<file path="config.mk">
export PLATFORM = sky130hd
export DESIGN_NAME = line_window_buffer
export DESIGN_NICKNAME = d
export VERILOG_FILES = /design/src/rtl/line_window_buffer.sv
export SDC_FILE = /design/constraint.sdc
export NUM_CORES = 1
export LEC_CHECK = 0
export CORE_MARGIN = 2
export CORE_UTILIZATION = 45
export CTS_CLUSTER_DIAMETER = 50
export DETAILED_ROUTE_END_ITERATION = 6
export PLACE_DENSITY = 0.6
export SLEW_MARGIN = 20
export SYNTH_ARGS = -nofsm -noshare
export SYNTH_HDL_FRONTEND = slang
export SYNTH_SLANG_ARGS = --single-unit
export TNS_END_PERCENT = 50
</file>
<file path="constraint.sdc">
create_clock -name clk_i -period 6.7 [get_ports clk_i]
set_input_delay 1.005 -clock clk_i [delete_from_list [all_inputs] [get_ports clk_i]]
set_output_delay 1.005 -clock clk_i [all_outputs]
set_load 0.1 [all_outputs]
</file>
<file path="src/rtl/line_window_buffer.sv">
// Streaming KERNEL_HEIGHT x KERNEL_WIDTH sliding-window generator for raster-order pixels.
// Buffers KERNEL_HEIGHT-1 lines and emits strided windows with valid/ready on both sides.
module line_window_buffer #(
    parameter int DATA_RES      = 8,
    parameter int KERNEL_WIDTH  = 3,
    parameter int KERNEL_HEIGHT = 3,
    parameter int LINE_WIDTH    = 28,
    parameter int IMG_HEIGHT    = 28,
    parameter int STRIDE        = 1
) (
    input  logic                                           clk_i,
    input  logic                                           reset_i,
    input  logic [DATA_RES-1:0]                            pixel_i,
    input  logic                                           pixel_valid_i,
    output logic                                           pixel_ready_o,
    output logic [KERNEL_HEIGHT*KERNEL_WIDTH*DATA_RES-1:0] win_data_o,
    output logic                                           win_valid_o,
    input  logic                                           win_ready_i,
    output logic [$clog2(IMG_HEIGHT)-1:0]                  win_row_o,
    output logic [$clog2(LINE_WIDTH)-1:0]                  win_col_o,
    output logic                                           frame_done_o
);
    localparam int CW = $clog2(LINE_WIDTH);
    localparam int RW = $clog2(IMG_HEIGHT);
    localparam int SW = (STRIDE > 1) ? $clog2(STRIDE) : 1;
    localparam int NL = (KERNEL_HEIGHT > 1) ? KERNEL_HEIGHT - 1 : 1;
    localparam int WW = KERNEL_HEIGHT * KERNEL_WIDTH * DATA_RES;

    localparam logic [CW-1:0] COL_LAST      = CW'(LINE_WIDTH - 1);
    localparam logic [CW-1:0] COL_FIRST_WIN = CW'(KERNEL_WIDTH - 1);
    localparam logic [RW-1:0] ROW_LAST      = RW'(IMG_HEIGHT - 1);
    localparam logic [RW-1:0] ROW_FIRST_WIN = RW'(KERNEL_HEIGHT - 1);
    localparam logic [SW-1:0] PHASE_LAST    = SW'(STRIDE - 1);

    typedef enum logic {FILL, RUN} state_t;

    state_t r_state;
    state_t w_stateNext;

    logic [CW-1:0]       r_col;
    logic [RW-1:0]       r_row;
    logic [SW-1:0]       r_colPhase;
    logic [SW-1:0]       r_rowPhase;
    logic                r_winValid;
    logic [WW-1:0]       r_winData;
    logic [RW-1:0]       r_winRow;
    logic [CW-1:0]       r_winCol;
    logic                r_frameDone;
    logic [DATA_RES-1:0] r_win     [KERNEL_HEIGHT][KERNEL_WIDTH];

    logic [DATA_RES-1:0] w_lineOut [NL];
    logic [DATA_RES-1:0] w_newCol  [KERNEL_HEIGHT];
    logic [DATA_RES-1:0] w_winNext [KERNEL_HEIGHT][KERNEL_WIDTH];
    logic [WW-1:0]       w_winFlat;

    logic w_accept;
    logic w_lastCol;
    logic w_lastRow;
    logic w_frameEnd;
    logic w_colOk;
    logic w_rowOk;
    logic w_fillDone;
    logic w_emit;

    assign pixel_ready_o = !r_winValid || win_ready_i;
    assign w_accept      = pixel_valid_i && pixel_ready_o;
    assign w_lastCol     = (r_col == COL_LAST);
    assign w_lastRow     = (r_row == ROW_LAST);
    assign w_frameEnd    = w_lastCol && w_lastRow;
    assign w_fillDone    = (r_row == ROW_FIRST_WIN) && (r_col == COL_FIRST_WIN);
    // A zero phase marks a column/row that lies on the stride grid of the window origin.
    assign w_colOk       = (r_col >= COL_FIRST_WIN) && (r_colPhase == '0);
    assign w_rowOk       = (r_row >= ROW_FIRST_WIN) && (r_rowPhase == '0);
    assign w_emit        = w_accept && w_colOk && w_rowOk && ((r_state == RUN) || w_fillDone);

    assign win_valid_o  = r_winValid;
    assign win_data_o   = r_winData;
    assign win_row_o    = r_winRow;
    assign win_col_o    = r_winCol;
    assign frame_done_o = r_frameDone;

    generate
        if (KERNEL_HEIGHT > 1) begin : g_lines
            logic [DATA_RES-1:0] r_lines [NL][LINE_WIDTH];

            // Index 0 holds the oldest line; each accept pushes the column up by one line.
            always_ff @(posedge clk_i) begin
                if (w_accept) begin
                    for (int i = 0; i < NL - 1; i++) begin
                        r_lines[i][r_col] <= r_lines[i+1][r_col];
                    end
                    r_lines[NL-1][r_col] <= pixel_i;
                end
            end

            always_comb begin
                for (int i = 0; i < NL; i++) begin
                    w_lineOut[i] = r_lines[i][r_col];
                end
            end
        end else begin : g_noLines
            always_comb w_lineOut[0] = '0;
        end
    endgenerate

    always_comb begin
        w_winFlat = '0;
        for (int i = 0; i < KERNEL_HEIGHT - 1; i++) begin
            w_newCol[i] = w_lineOut[i];
        end
        w_newCol[KERNEL_HEIGHT-1] = pixel_i;
        for (int i = 0; i < KERNEL_HEIGHT; i++) begin
            for (int j = 0; j < KERNEL_WIDTH - 1; j++) begin
                w_winNext[i][j] = r_win[i][j+1];
            end
            w_winNext[i][KERNEL_WIDTH-1] = w_newCol[i];
        end
        for (int i = 0; i < KERNEL_HEIGHT; i++) begin
            for (int j = 0; j < KERNEL_WIDTH; j++) begin
                w_winFlat[((KERNEL_HEIGHT-1-i)*KERNEL_WIDTH + (KERNEL_WIDTH-1-j))*DATA_RES +: DATA_RES] = w_winNext[i][j];
            end
        end
    end

    always_ff @(posedge clk_i) begin
        if (w_accept) begin
            r_win <= w_winNext;
        end
    end

    always_comb begin
        w_stateNext = r_state;
        case (r_state)
            FILL: if (w_accept && w_fillDone && !w_frameEnd) w_stateNext = RUN;
            RUN:  if (w_accept && w_frameEnd) w_stateNext = FILL;
            default: w_stateNext = FILL;
        endcase
    end

    always_ff @(posedge clk_i) begin
        if (reset_i) begin
            r_state     <= FILL;
            r_col       <= '0;
            r_row       <= '0;
            r_colPhase  <= '0;
            r_rowPhase  <= '0;
            r_winValid  <= 1'b0;
            r_winData   <= '0;
            r_winRow    <= '0;
            r_winCol    <= '0;
            r_frameDone <= 1'b0;
        end else begin
            r_state     <= w_stateNext;
            r_frameDone <= w_accept && w_frameEnd;
            if (w_accept) begin
                if (w_lastCol) begin
                    r_col      <= '0;
                    r_colPhase <= '0;
                    if (w_lastRow) begin
                        r_row      <= '0;
                        r_rowPhase <= '0;
                    end else begin
                        r_row <= r_row + RW'(1);
                        if (r_row >= ROW_FIRST_WIN) begin
                            r_rowPhase <= (r_rowPhase == PHASE_LAST) ? '0 : r_rowPhase + SW'(1);
                        end
                    end
                end else begin
                    r_col <= r_col + CW'(1);
                    if (r_col >= COL_FIRST_WIN) begin
                        r_colPhase <= (r_colPhase == PHASE_LAST) ? '0 : r_colPhase + SW'(1);
                    end
                end
            end
            // A fresh window may replace the one being handed off in the same cycle.
            if (w_emit) begin
                r_winValid <= 1'b1;
                r_winData  <= w_winFlat;
                r_winRow   <= r_row - ROW_FIRST_WIN;
                r_winCol   <= r_col - COL_FIRST_WIN;
            end else if (win_ready_i) begin
                r_winValid <= 1'b0;
            end
        end
    end
endmodule

</file>
==> metrics.cfg, run 1 <==
[detailed_routing]
vias=12600
dr.pass1.iters=5
routedWlPerCell_um=23.4
drc=0
drt_iter0_markers=1143
viasPerCell=5.45
ant_nets=0
drt_wl_total_um=54000

[yosys]
yosys_warnings=0
syn_nets=1477
async_flop_share=0
synthDistinctLibCells=51
synthMuxAreaShare=0.103
synth_edf_count=496
syn_area_per_cell_um2=15.6
synth_area_um2=22700
yosys.area_share.xor_xnor=0.00231
yosys.area_share.adder=0.00550
yosysSeqAreaShare=0.739
synth-seq-cells=591
ys.flop_type=edfxtp_1
synthCells=1455
synth_compound_area_frac=0.0552
synth_simple_gate_area_share=0.0666
synth_top_family_by_area=multiplexers

[placement]
gp_congestion=0.826
dp_hpwl_um=32000
pre_cts_ws_ns=2.60
port_buffers=96
placed_cell_area_um2=24500

[die]
core_um2=50000
boundaryPins=97
initial_core_util=0.455
die_x_um=229
die_y_um=229
die-area_um2=52300
row_count=82

[timing]
hold_viol=0
period_needed_ns=3.72
tightest_slew_ns=1.05
fmax_ghz=0.269
skew_ns=0.0334
rsz0062_at_grt=no
finalSetupViolCount=0
drv_slew=0
slew_headroom=0.295
fin_setup_tns_ns=0
finalCritPeriodShare=0.555
setup_ws_ns=2.98

[grt]
first_global_vias=12300
grt_antenna_before_repair=2
grt_pass1_wl_um=79200
grt-ovfl-total=0
grt.total_usage=0.204
grt_max_degree=119

[final_layout]
layout-drive-gt1-share=0.126
nets=1607
fillers=4115
seq_area_um2=16800
final_cell_mix=496 x edfxtp_1, 185 x mux2i_1, 178 x nand2_1
area_growth_pct=16.0
final_common_cell=edfxtp_1
design_area_um2=26400
fin_util=0.528
multi_input_area_um2=5360

[clock_tree]
cts_tree=done
post_cts_resize_count=0
htreeDepth=2
cts_root_buf=clkbuf_16
insertion_delay_ns=0.64
cts_buffer_depth=3
hold_buffers=0
post-cts-setup-buffers=0
clock-sinks=591
cts_buffers=59
clk_pin_slew_ns=0.06

[worst_setup_path]
worst-path-buf-inv=2
cpPeakStageDelay_ns=1.13
required_ns=5.69
cpMaxStageDelayCell=clkdlybuf4s50_1
cp-start-kind=primary input
worst_path_dominant_cell_family=buffers and inverters
crit_fanout=3
criticalPathCategory=primary input to primary output
arrival_ns=2.72
crit_chain=clkdlybuf4s50_1, nand2b_4, clkdlybuf4s50_1
path_common_cell=clkdlybuf4s50_1
end_kind=primary output

[power_and_ir_drop]
power_density_nw_per_um2=291
p_leak_nw=8.25
power_frac_seq=0.535
switching_share=0.223
ir_worst_vdd_v=0.000227
power_frac_comb=0.059
power.switching_w=0.00171
total_power_w=0.00768
p_int_w=0.00597
clkPwrFrac=0.406

[job]
maxCapViolCount=0

[worst_hold_path]
min_path_type=flip-flop to flip-flop

[status]
outcome=finished clean

==> per-stage QoR <==
step	hold WS (ns)	instances
2_1_floorplan	0.426	1455
3_3_place_gp	0.435	2195
3_5_place_dp	0.433	2196
4_1_cts	0.442	2303
5_1_grt	0.449	2303
6_report	0.441	2304
==> metal layers <==
metal | part of all wire | wire (µm) | up-vias | global-route usage
li1 | - | - | 5743 | -
met1 | 0.44 | 23800 | 6420 | 0.274
met2 | 0.50 | 26700 | 314 | 0.346
met3 | 0.043 | 2320 | 75 | 0.0286
met4 | 0.021 | 1150 | 0 | 0.0593
met5 | 0 | 0 | - | 0
==> synth_stat cells (18+ instances only) <==
library cell	instances	area share
a21oi_1	115	0.025
nor2_1	31	0.0051
buf_2	28	0.0062
buf_4	34	0.011
nand3_1	48	0.011
edfxtp_1	496	0.66
mux4_2	21	0.021
mux2i_1	185	0.081
nor3_1	18	0.0040
a22oi_1	56	0.018
nand2_1	179	0.030
dfxtp_1	95	0.084
nand4_1	19	0.0052
inv_1	22	0.0036
==> state kept, by name, indices dropped and copies added, names as in the netlist <==
name / flops
win_row_o: 5
r_col: 5
r_row: 5
win_col_o: 5
g_lines.r_lines: 448
win_valid_o: 1
frame_done_o: 1
r_win: 48
r_state: 1
win_data_o: 72
==> power groups by stage <==
stage / Combinational (W) / Sequential [W] / Clock [W]
CTS: 0.000457 / 0.00411 / 0.00317
global route: 0.000483 / 0.00411 / 0.00331
detailed placement: 0.000456 / 0.00419 / 0
floorplan: 0.000275 / 0.00418 / 0
global placement: 0.000448 / 0.00419 / 0
finish: 0.000454 / 0.00411 / 0.00312
==> final cells by class <==
| class | count | share of cell area |
|---|---|---|
| multi-input combinational | 754 | 0.203 |
| tap | 672 | 0.0319 |
| inverter | 23 | 0.00332 |
| clock inverter | 22 | 0.00622 |
| sequential | 591 | 0.637 |
| clock buffer | 85 | 0.0639 |
| timing repair buffer | 156 | 0.0540 |
| antenna | 1 | 0.0000949 |
==> final timing paths <==
path / from / to / slack [ns] / cells after the start
setup / recovery: win_ready_i / pixel_ready_o / 2.98 / 3
hold / removal: r_win[27] / r_win[35] / 0.44 / 0
setup reg to reg: r_col[2] / g_lines.r_lines[0][198] / 3.25 / 6
hold reg to reg: r_win[27] / r_win[35] / 0.44 / 0
==> logic make-up after synthesis <==
logic type | after synthesis
buf+inv | 110
xor+xnor | 6
mux | 207
fa+ha+maj | 10
simple gates | 331
flops | 591
compound gates | 200
No activity file was read; power rests on OpenSTA's default activity.
==> inputs of run 2 (changes only) <==
==> constraint.sdc (replaced) <==
create_clock -name clk_i -period 3.55 [get_ports clk_i]
set_input_delay 0.5325 -clock clk_i [delete_from_list [all_inputs] [get_ports clk_i]]
set_output_delay 0.5325 -clock clk_i [all_outputs]
set_load 0.1 [all_outputs]
==> run 2 against run 1 <==
Final cell count rose by 1.0%. Power rose by 92%. Highest routed layer unchanged. Worst setup slack got worse by 2.2 ns. Largest cell class unchanged. Sequential power rose by 89%. Global-route usage fell by 0.27 points. First-iteration DRC count fell by 10%. Routed wire length fell by 2.9%. Clock-buffer cell count fell by 6. Clock skew fell by 0.010 ns. Worst hold slack improved by 0.0019 ns. Sequential share of layout area fell by 0.52 points. Flip-flop and latch count did not move.
==> metrics.cfg, run 2 (same netlist as run 1, synthesis figures left out) <==
[status]
outcome=finished clean

[timing]
hold_viol=0  ; unchanged
slew_headroom=0.300  ; +0.00533
whs_ns=0.443  ; +0.00192 ns
fin_setup_tns_ns=0  ; unchanged
rsz0062_at_grt=no
finalCritPeriodShare=0.777
skew_ns=0.0231  ; -0.0103 ns
tightest_slew_ns=1.05  ; -0.00469 ns
fmax_ghz=0.363
period_needed_ns=2.76
finalSetupViolCount=0  ; unchanged
drv_slew=0  ; unchanged

[grt]
grt_pass1_wl_um=79300  ; about the same
grt.total_usage=0.201  ; -0.00266
grt-ovfl-total=0  ; unchanged
grt_max_degree=96  ; -19%
first_global_vias=12600  ; +2.5%
grt_antenna_before_repair=1  ; -1

[final_layout]
layout-drive-gt1-share=0.140  ; +0.0145
top_register=g_lines.r_lines
nets=1628  ; +1.3%
fin_util=0.532  ; +0.00431
area_growth_pct=16.9
antenna_cells=0  ; -1
largest_register_ffs=448  ; unchanged
fin_cells=2327  ; +1.0%
final_common_cell=edfxtp_1
fillers=4103  ; -0.29%
final_cell_mix=496 x edfxtp_1, 185 x mux2i_1, 179 x nand2_1

[job]
maxCapViolCount=0  ; unchanged

[power_and_ir_drop]
switching_share=0.224  ; +0.00142
p_leak_nw=8.40  ; +1.8%
ir_worst_vdd_v=0.000379  ; +67%
clkPwrFrac=0.413  ; +0.007
power.switching_w=0.00330  ; +93%
p_int_w=0.0114  ; +92%
power_frac_seq=0.526  ; -0.009
power_frac_comb=0.061  ; +0.002
power_density_nw_per_um2=555  ; +90%

[clock_tree]
cts_buffers=61  ; +3.4%
clk_pin_slew_ns=0.06  ; about the same
hold_buffers=0  ; unchanged
cts_root_buf=clkbuf_16
cts_tree=done
post_cts_resize_count=0  ; unchanged
post-cts-setup-buffers=0  ; unchanged
cts_buffer_depth=3  ; unchanged
clock-sinks=591  ; unchanged
insertion_delay_ns=0.63  ; about the same
htreeDepth=2  ; unchanged

[die]
die-area_um2=52300  ; unchanged
core_um2=50000  ; unchanged
initial_core_util=0.455  ; unchanged
die_y_um=229  ; unchanged
die_x_um=229  ; unchanged
row_count=82  ; unchanged
boundaryPins=97  ; unchanged

[worst_setup_path]
required_ns=3.94  ; -1.75 ns
criticalPathCategory=flip-flop to flip-flop
end_kind=flip-flop
cp-start-kind=flip-flop
crit_fanout=57  ; +54
arrival_ns=3.15  ; +0.43 ns

[detailed_routing]
dr.pass1.iters=5  ; unchanged
vias=12700  ; +0.96%
routedWlPerCell_um=22.5  ; -3.9%
ant_nets=0  ; unchanged
drt_wl_total_um=52400  ; -2.9%
viasPerCell=5.45  ; about the same
drt_iter0_markers=1028  ; -10%
drc=0  ; unchanged

[placement]
port_buffers=96  ; unchanged
gp_congestion=0.836  ; +1.2%
dpl.cell_count=2215  ; +0.87%
dp_hpwl_um=32900  ; +3.1%

[worst_hold_path]
min_path_type=flip-flop to flip-flop

## run 2: cell count changes in the layout (fill, tap and decap cells not counted), moves of 2 or more
cell,change
buf_4,+20
clkbuf_1,-5
clkinv_2,+3
clkinv_4,+3
bufinv_16,+2
clkbuf_8,-2
clkinv_16,-2
clkinv_8,+2
clkinvlp_4,+2
## run 2: worst max-delay path, stage by stage (launching register included)
cell     delay, ns
dfxtp_4       0.44
buf_4         0.75
mux4_2        0.38
mux2i_1       0.07
or3_1         0.36
nand2_1       0.09
buf_4         0.34
## run 2: power by group through the flow
stage / Clock, W / Combinational, W / Sequential, W
detailed placement: 0 / 0.000907 / 0.00791
global placement: 0 / 0.000893 / 0.00791
floorplan: 0 / 0.000521 / 0.00790
finish: 0.00608 / 0.000898 / 0.00776
CTS: 0.00621 / 0.000908 / 0.00776
global route: 0.00646 / 0.000959 / 0.00777
## run 2: worst paths after layout
check | from | to | slack, ns | cells after the start
worst max-delay path | r_col[1] | g_lines.r_lines[0][199] | 0.79 | 6
worst min-delay path | r_win[53] | r_win[61] | 0.44 | 0
worst min register to register | r_win[53] | r_win[61] | 0.44 | 0
worst max register to register | r_col[1] | g_lines.r_lines[0][199] | 0.79 | 6
## run 2: routing by layer
layer / up-vias / routed length [µm] / global-route usage
met2: 355 / 25100 / 0.326
li1: 5813 / - / -
met5: - / 0 / 0
met1: 6430 / 23400 / 0.281
met4: 0 / 1100 / 0.0597
met3: 75 / 2830 / 0.0333
## run 2: cell type report
type / count / area [µm²] / area share
Inverter: 23 / 87.6 / 0.00330
Clock inverter: 33 / 264 / 0.00993
Clock buffer: 79 / 1660 / 0.0626
Sequential cell: 591 / 16800 / 0.632
Multi-Input combinational cell: 754 / 5350 / 0.201
Timing Repair Buffer: 175 / 1570 / 0.0592
Tap cell: 672 / 841 / 0.0316
## run 2: per-stage QoR
stage	area (µm²)	total power, W	setup slack [ns]
3_5_place_dp	24700	0.00882	0.747
3_3_place_gp	24700	0.00880	0.795
4_1_cts	26600	0.0149	0.795
6_report	26600	0.0147	0.792
2_1_floorplan	22800	0.00842	-0.112
5_1_grt	26600	0.0152	0.675
